## src/rtl/emon_irq_ctrl.sv

```systemverilog
// Host-side collector for a bank of event-monitor down-counters: sticky zero
// events, maskable level irq, register decode. Optional shadow: EMON_SNAPSHOT_EN.
module emon_irq_ctrl #(
  parameter int N    = 4,
  parameter int DW   = 32,
  parameter int RFAW = 6
) (
  input  logic            clk,
  input  logic            reset,
  input  logic [N*DW-1:0] emon_reg_flat,
  input  logic [N-1:0]    emon_zero_flag,
  input  logic            reg_read,
  input  logic            reg_write,
  input  logic [RFAW-1:0] reg_addr,
  input  logic [DW-1:0]   reg_wdata,
  output logic [DW-1:0]   reg_rdata,
  output logic            reg_rvalid,
  output logic [N-1:0]    emon_write,
  output logic [DW-1:0]   emon_wdata,
  output logic            emon_irq
);

  localparam logic [RFAW-1:0] A_STATUS = RFAW'(16);
  localparam logic [RFAW-1:0] A_MASK   = RFAW'(17);
  localparam logic [RFAW-1:0] A_CTRL   = RFAW'(18);

  logic [N-1:0]    flag_q, status_q, status_d;
  logic [N-1:0]    mask_q, mask_d;
  logic            irq_en_q, irq_en_d;
  logic            irq_q, irq_d;
  logic [DW-1:0]   rdata_q, rdata_d;
  logic            rvalid_q, rvalid_d;
  logic [N-1:0]    ewr_q, ewr_d;
  logic [DW-1:0]   ewdata_q, ewdata_d;
  logic [N-1:0]    hit;
  logic [DW-1:0]   cnt_sel;
  logic [N*DW-1:0] cnt_src;
  logic            wr_status, wr_mask, wr_ctrl;

`ifdef EMON_SNAPSHOT_EN
  logic [N*DW-1:0] shadow_q, shadow_d;

  assign cnt_src  = shadow_q;
  assign shadow_d = (wr_ctrl && reg_wdata[1]) ? emon_reg_flat : shadow_q;

  always_ff @(posedge clk or posedge reset) begin
    if (reset) shadow_q <= '0;
    else       shadow_q <= shadow_d;
  end
`else
  assign cnt_src = emon_reg_flat;
`endif

  assign wr_status = reg_write && (reg_addr == A_STATUS);
  assign wr_mask   = reg_write && (reg_addr == A_MASK);
  assign wr_ctrl   = reg_write && (reg_addr == A_CTRL);

  always_comb begin
    hit     = '0;
    cnt_sel = '0;
    for (int i = 0; i < N; i++) begin
      if (reg_addr == RFAW'(i)) begin
        hit[i]  = 1'b1;
        cnt_sel = cnt_src[i*DW +: DW];
      end
    end
  end

  // set wins over a same-cycle write-1-to-clear
  always_comb begin
    status_d = (status_q & ~(wr_status ? reg_wdata[N-1:0] : '0))
             | (emon_zero_flag & ~flag_q);
    mask_d   = wr_mask ? reg_wdata[N-1:0] : mask_q;
    irq_en_d = wr_ctrl ? reg_wdata[0] : irq_en_q;
    irq_d    = irq_en_q & |(status_q & mask_q);
    ewr_d    = reg_write ? hit : '0;
    ewdata_d = |ewr_d ? reg_wdata : ewdata_q;
  end

  always_comb begin
    rvalid_d = reg_read;
    rdata_d  = rdata_q;
    if (reg_read) begin
      unique case (1'b1)
        |hit:                 rdata_d = cnt_sel;
        reg_addr == A_STATUS: rdata_d = DW'(status_q);
        reg_addr == A_MASK:   rdata_d = DW'(mask_q);
        reg_addr == A_CTRL:   rdata_d = DW'(irq_en_q);
        default:              rdata_d = '0;
      endcase
    end
  end

  always_ff @(posedge clk or posedge reset) begin
    if (reset) begin
      flag_q   <= '0;
      status_q <= '0;
      mask_q   <= '0;
      irq_en_q <= 1'b0;
      irq_q    <= 1'b0;
      rdata_q  <= '0;
      rvalid_q <= 1'b0;
      ewr_q    <= '0;
      ewdata_q <= '0;
    end else begin
      flag_q   <= emon_zero_flag;
      status_q <= status_d;
      mask_q   <= mask_d;
      irq_en_q <= irq_en_d;
      irq_q    <= irq_d;
      rdata_q  <= rdata_d;
      rvalid_q <= rvalid_d;
      ewr_q    <= ewr_d;
      ewdata_q <= ewdata_d;
    end
  end

  assign reg_rdata  = rdata_q;
  assign reg_rvalid = rvalid_q;
  assign emon_write = ewr_q;
  assign emon_wdata = ewdata_q;
  assign emon_irq   = irq_q;

endmodule

```

## config.mk

```make
export PLATFORM = sky130hd
export DESIGN_NAME = emon_irq_ctrl
export DESIGN_NICKNAME = d
export VERILOG_FILES = /design/src/rtl/emon_irq_ctrl.sv
export SDC_FILE = /design/constraint.sdc
export NUM_CORES = 1
export LEC_CHECK = 0
export BUFFER_PORTS_ARGS = -buffer_cell sky130_fd_sc_hd__buf_2
export CAP_MARGIN = 5
export CORE_ASPECT_RATIO = 0.7
export CORE_MARGIN = 10
export CORE_UTILIZATION = 40
export DETAILED_ROUTE_END_ITERATION = 8
export PLACE_DENSITY = 0.79
export SYNTH_ARGS = -nofsm -noshare
export SYNTH_HDL_FRONTEND = slang
export SYNTH_SLANG_ARGS = --single-unit
```

## constraint.sdc

```tcl
create_clock -name clk -period 3.2 [get_ports clk]
set_clock_uncertainty 0.2 [all_clocks]
set_input_delay 0.64 -clock clk [delete_from_list [all_inputs] [get_ports clk]]
set_output_delay 0.64 -clock clk [all_outputs]
set_load 0.005 [all_outputs]
```

Word-level counts from Yosys, hierarchy flattened:

Cells that the tools add are included.

* register bits: 83
* bits of input ports: 174
* output and inout port bits: 70
* word-level logic and storage cells: 40

* equal/unequal tests: 6
* multiplexer cells: 11
* bitwise logic cells: 7
* reductions and logical operators: 7

Operators by type and width (number)
* 32-bit two-way mux: 4
* 32-bit case mux with 4 select lines: 1
* 6-bit by 5-bit == test with 1-bit output, second input constant: 3
* 4-bit bitwise AND: 3
* 6-bit by 2-bit == test with 1-bit output, second input constant: 2
* 4-bit OR reduction: 3
* 4-bit two-way mux: 2
* 4-bit inverter: 2
* 6-bit by 1-bit == test with 1-bit output, second input constant: 1
* 6-bit zero test: 1
* 1-bit two-way mux: 4
* 4-bit OR: 1
* 1-bit logical AND: 3
* 1-bit bitwise AND: 1

Longest topological paths before layout:

Gate-level depths: netlist of run 1.

* word-level depth: 6
* depth in mapped cells: 7
* depth with buffers taken out: 4

Worst setup path after synthesis of run 1:

Ideal clock, no wire load.

* kind: in2reg
* start: input port reg_addr[5]
* end: register mask_q[0]
* setup time: 0.127 ns
* arrival time: 1.918 ns
* required time: 2.873 ns
* path slack: 0.955 ns
* stages: 5
* buffers on the path: 1
* cell sequence: or4b_1 > nor2_2 > and3_1 > buf_2 > mux2_1

* cells in the longest elaborated chain, start to end: 2

Ends and longest elaborated chain
* start, declared: RTL line 14 `input logic [RFAW-1:0] reg_addr,`
* 6-bit by 5-bit == test with 1-bit output: RTL line 55 `assign wr_mask = reg_write && (reg_addr == A_MASK);`
* 1-bit logical AND: RTL line 55
* end signal, assigned: RTL line 108 `mask_q <= mask_d;`
* end, declared: RTL line 28 `logic [N-1:0] mask_q, mask_d;`

Every way passes these cells.
A chain may end at the register's enable or synchronous reset.

Worst setup path in the final report of run 1:

* start: input port reg_addr[1]
* end: register rdata_q[27], in the netlist reg_rdata[27]

* cells in the longest elaborated chain, start to end: 6
* elaborated cells on any way between the ends: 17
* those cells by class: eq/ne: 6; mux: 9; reduce/logical: 2

Ends and longest elaborated chain
* 6-bit zero test: RTL line 62 `if (reg_addr == RFAW'(i)) begin`
* 32-bit two-way mux (4 in a row): RTL line 62
* 32-bit case mux with 4 select lines *: RTL line 84 `unique case (1'b1)`
* end signal, assigned: RTL line 111 `rdata_q <= rdata_d;`
* end, declared: RTL line 31 `logic [DW-1:0] rdata_q, rdata_d;`

Mark *: on every way between the ends. The rest lies on a longest branch, timed or not.

==> impl_metrics.csv, run 1 <==
group,metric,value,unit
setup_path,critical_path_arrival,2310,ps
finish,final-seq-area,2080,um2
synthesis,netlist_area,4080,um2
sta,rsz0062_at_grt,"no",
sta,maxSlewHeadroom,0.450,
sta,hold_viol,0,
sta,period_share,0.725,
min_path,hold_class,"input port to async pin",
cts,cts_buffer_depth,2,
job,drv_cap,0,
setup_path,start_kind,"input port",
finish,multi_input_area,1730,um2
cts,cts_resized,0,
floorplan,rows,30,
finish,postLayoutCoreUtil,0.586,
cts,path_clk_slew,60,ps
sta,max_freq,431,MHz
synthesis,ys_seq_area_frac,0.509,
global_route,grt_pass1_wl,23.3,mm
route,ant_nets,0,
global_route,gr-usage-all-layers,0.193,
sta,tightest_slew,824,ps
route,num_vias,4140,
placed_design,place_hpwl,11.6,mm
synthesis,synthesis.nets,592,
route,wl,14.7,mm
floorplan,start_util,0.415,
route,viasPerCell,5.29,
floorplan,core,9830,um2
cts,hold_buffers,0,
cts,clock_latency,330,ps
cts,cts_buffers,9,
sta,setup_viol,0,
power_and_ir_drop,p_per_area,516,nW/um2
sta,final.min_clock_period,2320,ps
global_route,grt_start_max_net_pins,51,
finish,antenna_cells,0,
synthesis,synth_cell_types,39,
setup_path,crit_path_end_kind,"flip-flop",
finish,layout-drive-gt1-share,0.473,
cts,post_cts_buffers,0,
sta,tns,0,ps
setup_path,crit_required,3190,ps
synthesis,ys_ff_latch,83,
synthesis,yosys_warnings,0,
route,wl_per_cell,18.8,um
finish,area_growth_syn_to_layout,41.2,%
route,drtIter0Drc,279,
global_route,grt_pass1_vias,4470,
sta,finalMaxSlewViolations,0,
floorplan,dieWidth,141,um
outcome,outcome,"finished, final reports clean",
placed_design,place_congestion,0.903,
floorplan,io_pins,244,
finish,fin_nets,824,
setup_path,reg2reg_slack,1850,ps
synthesis,postSynthAreaPerCell,9.76,um2
cts,cts_tree,"yes",
floorplan,die_area,14700,um2
route,firstDrtPassIters,5,
global_route,grt_antenna_before_repair,0,
cts,root_buffer,"clkbuf_16",
finish,fillers,852,
floorplan,die_h,105,um
placed_design,io_buffers,243,
power_and_ir_drop,p_leak,2.87,nW
cts,cts_sinks,83,
setup_path,crit_type,"input port to flip-flop",
synthesis,syn_inst,418,
cts,cts_max_level,3,
route,drc_errors,0,
global_route,grt_remaining_overflow,0,
setup_path,crit_fanout,29,
power_and_ir_drop,vdd_drop_max,0.308,mV
## through the flow
stage	total power [mW]	cell area [um2]	hold slack [ps]	std cells	setup WS (ps)
after floorplan	1.43	4080	275	418	223
after global placement	1.69	5390	283	767	685
after detailed placement	1.71	5390	292	767	527
after CTS	3.01	5760	179	783	884
after global routing	3.11	5760	207	783	646
final	2.97	5760	159	783	881
## layout make-up
cell class | instances | area share
clock buffer | 9 | 0.0391
clock inverter | 7 | 0.0256
inverter | 33 | 0.0217
multi-input combinational | 271 | 0.300
sequential | 83 | 0.361
tap | 128 | 0.0278
timing repair buffer | 252 | 0.225
## path summary, 6_finish.rpt
| check | start | to | depth (start not counted) |
|---|---|---|---|
| setup / recovery | reg_addr[1] | reg_rdata[27] | 5 |
| min in group clk | emon_zero_flag[1] | flag_q[1] | 1 |
| hold / removal | reset | emon_wdata[30] | 2 |
| setup reg to reg | status_q[1] | reg_rdata[1] | 3 |
| max in group asynchronous | reset | emon_wdata[21] | 3 |
| hold reg to reg | emon_wdata[25] | emon_wdata[25] | 1 |
## layout by cell type (no fill, tap or decap), drive strengths merged, types with 2 or more instances in the layout
cell type	instances
nor2	35
bufinv	4
nand3	2
a22o	4
nor2b	2
a21oi	60
mux2i	4
nand2b	4
clkbuf	9
nand2	8
and3	4
o21ai	28
nor4	2
o22ai	28
o221ai	4
a32oi	3
dfrtp	83
nor3b	2
a22oi	2
buf	252
nor3	29
and2	2
mux2	40
inv	34
or4b	2
## logic make-up (layout without fill, tap and decap cells)
group / after synthesis / after routing / synth area share
AOI/OAI and AO/OA: 133 / 133 / 0.186
and+or+nand+nor: 94 / 94 / 0.116
DFF: 83 / 83 / 0.509
buffers and inverters: 64 / 301 / 0.0687
muxes: 44 / 44 / 0.120
## critical path, cell delays in order
cell     delay [ps]
buf_2           210
buf_4           360
nand2_1         560
o21ai_0         420
o22ai_1         120
## flip-flops by register name (all words and copies together) (netlist names)
| signal | flops |
|---|---|
| emon_wdata | 32 |
| reg_rvalid | 1 |
| reg_rdata | 32 |
| flag_q | 4 |
| status_q | 4 |
| mask_q | 4 |
| emon_irq | 1 |
| emon_write | 4 |
| irq_en_q | 1 |
## cell usage after synthesis, drive strengths merged
master	count	area [um2]
nor4	2	18.8
inv	33	124
a32oi	3	26.3
a21oi	60	300
nand3	2	10.0
nand2b	4	25.0
nor2	35	141
a21o	1	7.51
mux2i	4	40.0
a2bb2oi	1	8.76
nand2	8	32.5
a22o	4	35.0
or4b	2	20.0
and2	2	12.5
clkbuf	18	67.6
mux2	40	450
a22oi	2	15.0
nor3b	2	15.0
buf	13	88.8
o221ai	4	35.0
a21boi	1	7.51
dfrtp	83	2080
and3	4	25.0
nand4	1	6.26
o22ai	28	175
or4	1	7.51
o211a	1	10.0
nor2b	2	12.5
o21ai	28	140
nor3	29	145
## routing by layer
layer	global-route usage	routed length (um)	up-vias
met5	0	0	-
met4	0.0544	208	0
met3	0.0940	1820	17
met2	0.316	7050	227
met1	0.218	5630	1954
li1	-	-	1942
## where the power goes
| group | internal [mW] | switching [mW] | total [mW] |
|---|---|---|---|
| clock | 0.850 | 0.431 | 1.28 |
| sequential | 1.16 | 0.0548 | 1.21 |
| combinational | 0.253 | 0.224 | 0.477 |
Note: power is estimated with default switching activity, not from simulation.
==> run 2: changes to the inputs <==
CORE_UTILIZATION = 39   (was 40)
PLACE_DENSITY = 0.8   (was 0.79)
clock period = 2.1 ns   (was 3.2 ns; I/O delays follow)
==> impl_metrics.csv, run 2 (same netlist as run 1, synthesis figures left out) <==
group,metric,value,unit
sta,period_share,0.872,
setup_path,slowest_delay,520,ps
global_route,grt_antenna_before_repair,0,
floorplan,start_util,0.397,
floorplan,die_h,106,um
finish,final_cell_mix,"buf_2, dfrtp_1, a21oi_1, mux2_2, nor2_1",
cts,post_cts_buffers,0,
power_and_ir_drop,p_leak,2.96,nW
outcome,outcome,"finished, final reports clean",
sta,hold_viol,0,
placed_design,place_hpwl,11.6,mm
setup_path,crit_type,"input port to flip-flop",
finish,final_common_cell,"buf_2",
power_and_ir_drop,vdd_drop_max,0.472,mV
setup_path,slowest_stage,"or4_1",
cts,cts_buffers,9,
cts,cts_tree,"yes",
route,firstDrtPassIters,4,
finish,area_growth_syn_to_layout,45.4,%
setup_path,path_cells,"buf_2, buf_4, or4_1, buf_4, nor3_1, a21oi_1, o22ai_1",
sta,layout_setup_ws,269,ps
min_path,hold_class,"input port to flip-flop",
route,wl,14.5,mm
cts,cts_resized,0,
setup_path,critical_path_arrival,1880,ps
global_route,grt_pass1_vias,4604,
route,viasPerCell,5.13,
cts,path_clk_slew,60,ps
finish,antenna_cells,0,
cts,root_buffer,"clkbuf_16",
finish,fin_nets,844,
floorplan,rows,31,
route,drc_errors,0,
setup_path,path_buf_inv,3,
global_route,gr-usage-all-layers,0.192,
route,wl_per_cell,17.9,um
route,drtIter0Drc,243,
sta,finalMaxSlewViolations,0,
sta,rsz0062_at_grt,"no",
placed_design,place_congestion,0.883,
route,num_vias,4140,
sta,tightest_slew,410,ps
cts,cts_sinks,83,
route,ant_nets,0,
floorplan,io_pins,244,
job,drv_cap,0,
sta,setup_viol,0,
setup_path,crit_fanout,28,
placed_design,dp_slack,-68.0,ps
power_and_ir_drop,p_per_area,726,nW/um2
global_route,grt_start_max_net_pins,52,
cts,clock_latency,330,ps
setup_path,crit_required,2150,ps
setup_path,crit_path_end_kind,"flip-flop",
global_route,grt_pass1_wl,23.5,mm
finish,fillers,909,
floorplan,core,10300,um2
finish,layout-drive-gt1-share,0.480,
setup_path,cpMostUsedCell,"buf_4",
setup_path,cp_top_family,"simple AND/OR/NAND/NOR gates",
sta,final.min_clock_period,1830,ps
sta,maxSlewHeadroom,0.724,
power_and_ir_drop,total_power,4.31,mW
placed_design,io_buffers,243,
floorplan,die_area,15000,um2
sta,max_freq,546,MHz
cts,cts_max_level,3,
floorplan,dieWidth,142,um
global_route,grt_remaining_overflow,0,
setup_path,start_kind,"input port",
cts,cts_buffer_depth,2,
-- run 2: worst reg2reg max path: cells and delay by family, from the launching register on --
family	cells	cell delay, ps
flip-flops	1	400
AO/OA/AOI/OAI	2	360
multiplexers	1	270
-- run 2: through the flow --
| stage | util | cell area (um2) | cells | TNS, ps | hold WS [ps] |
|---|---|---|---|---|---|
| after floorplan | - | 4080 | 418 | 0 | 251 |
| after global placement | 0.541 | 5560 | 786 | -119 | 281 |
| after detailed placement | 0.541 | 5560 | 786 | -980 | 287 |
| after CTS | 0.575 | 5910 | 805 | 0 | 0.285 |
| after global routing | 0.577 | 5930 | 807 | 0 | 92.6 |
| final | 0.577 | 5930 | 807 | 0 | 112 |
-- run 2: path summary, 6_finish.rpt --
path	from	to	slack (ps)	depth (start not counted)
hold / removal	reg_wdata[22]	emon_wdata[22]	110	2
setup reg to reg	status_q[1]	reg_rdata[1]	750	3
hold reg to reg	emon_wdata[15]	emon_wdata[15]	300	1
min in group asynchronous	reset	emon_wdata[9]	510	4
max in group asynchronous	reset	reg_rdata[14]	810	4
setup / recovery	reg_addr[5]	reg_rdata[19]	270	7
-- run 2: power by group --
part | switching [mW] | total [mW] | internal, mW
registers | 0.0785 | 1.84 | 1.77
logic | 0.335 | 0.746 | 0.411
clock network | 0.638 | 1.72 | 1.08
total | 1.05 | 4.31 | 3.26
-- run 2: final cells by class --
type,instances,area (um2),share of cell area
Tap cell,132,165,0.0278
Sequential cell,83,2080,0.350
Multi-Input combinational cell,271,1730,0.291
Clock inverter,5,85.1,0.0143
Clock buffer,11,243,0.0409
Inverter,33,128,0.0215
Timing Repair Buffer,272,1510,0.254
-- run 2: timing repair --
item | 4_1_cts | 5_1_grt
hold buffers | 3 | 2
setup endpoints to repair | 0 | 0
hold endpoints to repair | 53 | 2
-- run 2: routing by layer --
metal  wire length, um  share of wire  track usage
met1              5690           0.39        0.212
met2              7160           0.49        0.324
met5                 0              0            0
met4               135         0.0093       0.0429
met3              1500           0.10       0.0982
==> run 3: changes to the inputs <==
CORE_UTILIZATION = 40   (was 39)
CTS_BUF_LIST = sky130_fd_sc_hd__clkbuf_16   (was default)
PLACE_DENSITY = 0.79   (was 0.8)
clock period = 2.15 ns   (was 2.1 ns; I/O delays follow)
==> impl_metrics.csv, run 3 (same netlist as run 1, synthesis figures left out) <==
group,metric,value,unit
floorplan,core,9830,um2
cts,cts_tree,"yes",
sta,maxSlewHeadroom,0.591,
placed_design,place_congestion,0.873,
setup_path,critical_path_arrival,1890,ps
cts,cts_buffers,9,
cts,post_cts_buffers,0,
power_and_ir_drop,vdd_drop_max,0.546,mV
power_and_ir_drop,p_leak,2.92,nW
sta,final.min_clock_period,1880,ps
global_route,grt_antenna_before_repair,3,
setup_path,crit_fanout,5,
finish,multi_input_area,1730,um2
finish,layout-drive-gt1-share,0.481,
min_path,worstHoldPathCells,1,
floorplan,dieWidth,141,um
sta,max_freq,533,MHz
floorplan,io_pins,244,
route,wl_per_cell,19.3,um
finish,fillers,871,
route,drtIter0Drc,216,
setup_path,slowest_delay,580,ps
cts,path_clk_slew,70,ps
sta,setup_viol,0,
setup_path,start_kind,"input port",
setup_path,crit_path_end_kind,"flip-flop",
setup_path,path_cells,"buf_2, or4b_1, nor2_2, and3_1, mux2_1",
setup_path,crit_type,"input port to flip-flop",
placed_design,io_buffers,243,
sta,tightest_slew,612,ps
cts,cts_sinks,83,
global_route,grt_pass1_vias,4636,
global_route,grt_pass1_wl,24.2,mm
route,drc_errors,0,
sta,rsz0062_at_grt,"no",
route,wl,15.3,mm
floorplan,die_h,105,um
finish,area_growth_syn_to_layout,43.3,%
placed_design,place_hpwl,12.1,mm
route,viasPerCell,5.33,
sta,tns,0,ps
cts,cts_max_level,3,
setup_path,slowest_stage,"or4b_1",
route,ant_nets,0,
sta,hold_viol,0,
floorplan,start_util,0.415,
global_route,gr-usage-all-layers,0.200,
route,num_vias,4245,
setup_path,crit_required,2160,ps
finish,final_common_cell,"buf_2",
outcome,outcome,"finished, final reports clean",
sta,finalMaxSlewViolations,0,
sta,fin_hold_ws,23.5,ps
finish,final_cell_mix,"buf_2, dfrtp_1, a21oi_1, mux2_2, nor2_1",
route,firstDrtPassIters,5,
finish,final-seq-area,2080,um2
power_and_ir_drop,p_per_area,686,nW/um2
global_route,grt_start_max_net_pins,57,
sta,period_share,0.873,
floorplan,rows,30,
global_route,grt_remaining_overflow,0,
cts,root_buffer,"clkbuf_16",
min_path,hold_class,"input port to flip-flop",
cts,hold_buffers,1,
finish,fin_nets,836,
placed_design,dp_cells,778,
setup_path,reg2reg_depth,3,
cts,cts_buffer_depth,2,
finish,stdcell_count,797,
floorplan,die_area,14700,um2
job,drv_cap,0,
cts,clock_latency,330,ps
cts,cts_resized,0,
run 3: cell types whose count changed in the layout (fill, tap and decap cells not counted), moves of 2 or more:
cell	change
buf_4	-6
diode_2	+2
buf_12	+2
inv_6	+2
dlygate4sd3_1	-4
bufinv_16	-2
run 3: per-stage QoR:
step	total power, mW	util	setup slack [ps]	area, um2
floorplan	2.13	-	115	4080
global placement	2.54	0.564	26.7	5550
detailed placement	2.58	0.564	-35.2	5550
CTS	4.06	0.594	300	5840
global route	4.22	0.594	237	5840
finish	4.01	0.594	273	5850
run 3: where the power goes:
group          total [mW]  internal [mW]  switching, mW
sequential           1.81           1.72         0.0839
combinational       0.739          0.397          0.341
clock                1.46          0.803          0.659
run 3: area by class of cell:
type                    instances  share of cell area
diodes                          2            0.000856
clock buffers                   9              0.0385
clock inverters                 7              0.0101
inverters                      33              0.0218
multi-input cells             271               0.296
flip-flops and latches         83               0.355
well taps                     128              0.0274
repair buffers                264               0.250
run 3: path summary, 6_finish.rpt:
check | start | endpoint | slack, ps
worst max-delay path | reg_addr[5] | mask_q[1] | 270
worst min-delay path | emon_zero_flag[3] | flag_q[3] | 20
worst max register to register | mask_q[3] | reg_rdata[3] | 740
worst min register to register | emon_wdata[29] | emon_wdata[29] | 300
max in group asynchronous | reset | reg_rdata[15] | 660
min in group asynchronous | reset | reg_rdata[2] | 530
run 3: critical path, delay by kind of cell:
kind                   cells  cell delay [ps]
buffers and inverters      1              130
AND/OR/NAND/NOR            3              990
multiplexers               1              350
run 3: metal layers:
metal,vias to the layer above,GRT usage,share of wire
li1,1979,-,-
met4,2,0.0493,0.0094
met1,2029,0.222,0.38
met2,217,0.337,0.49
met5,-,0,0.00046
met3,18,0.0990,0.12
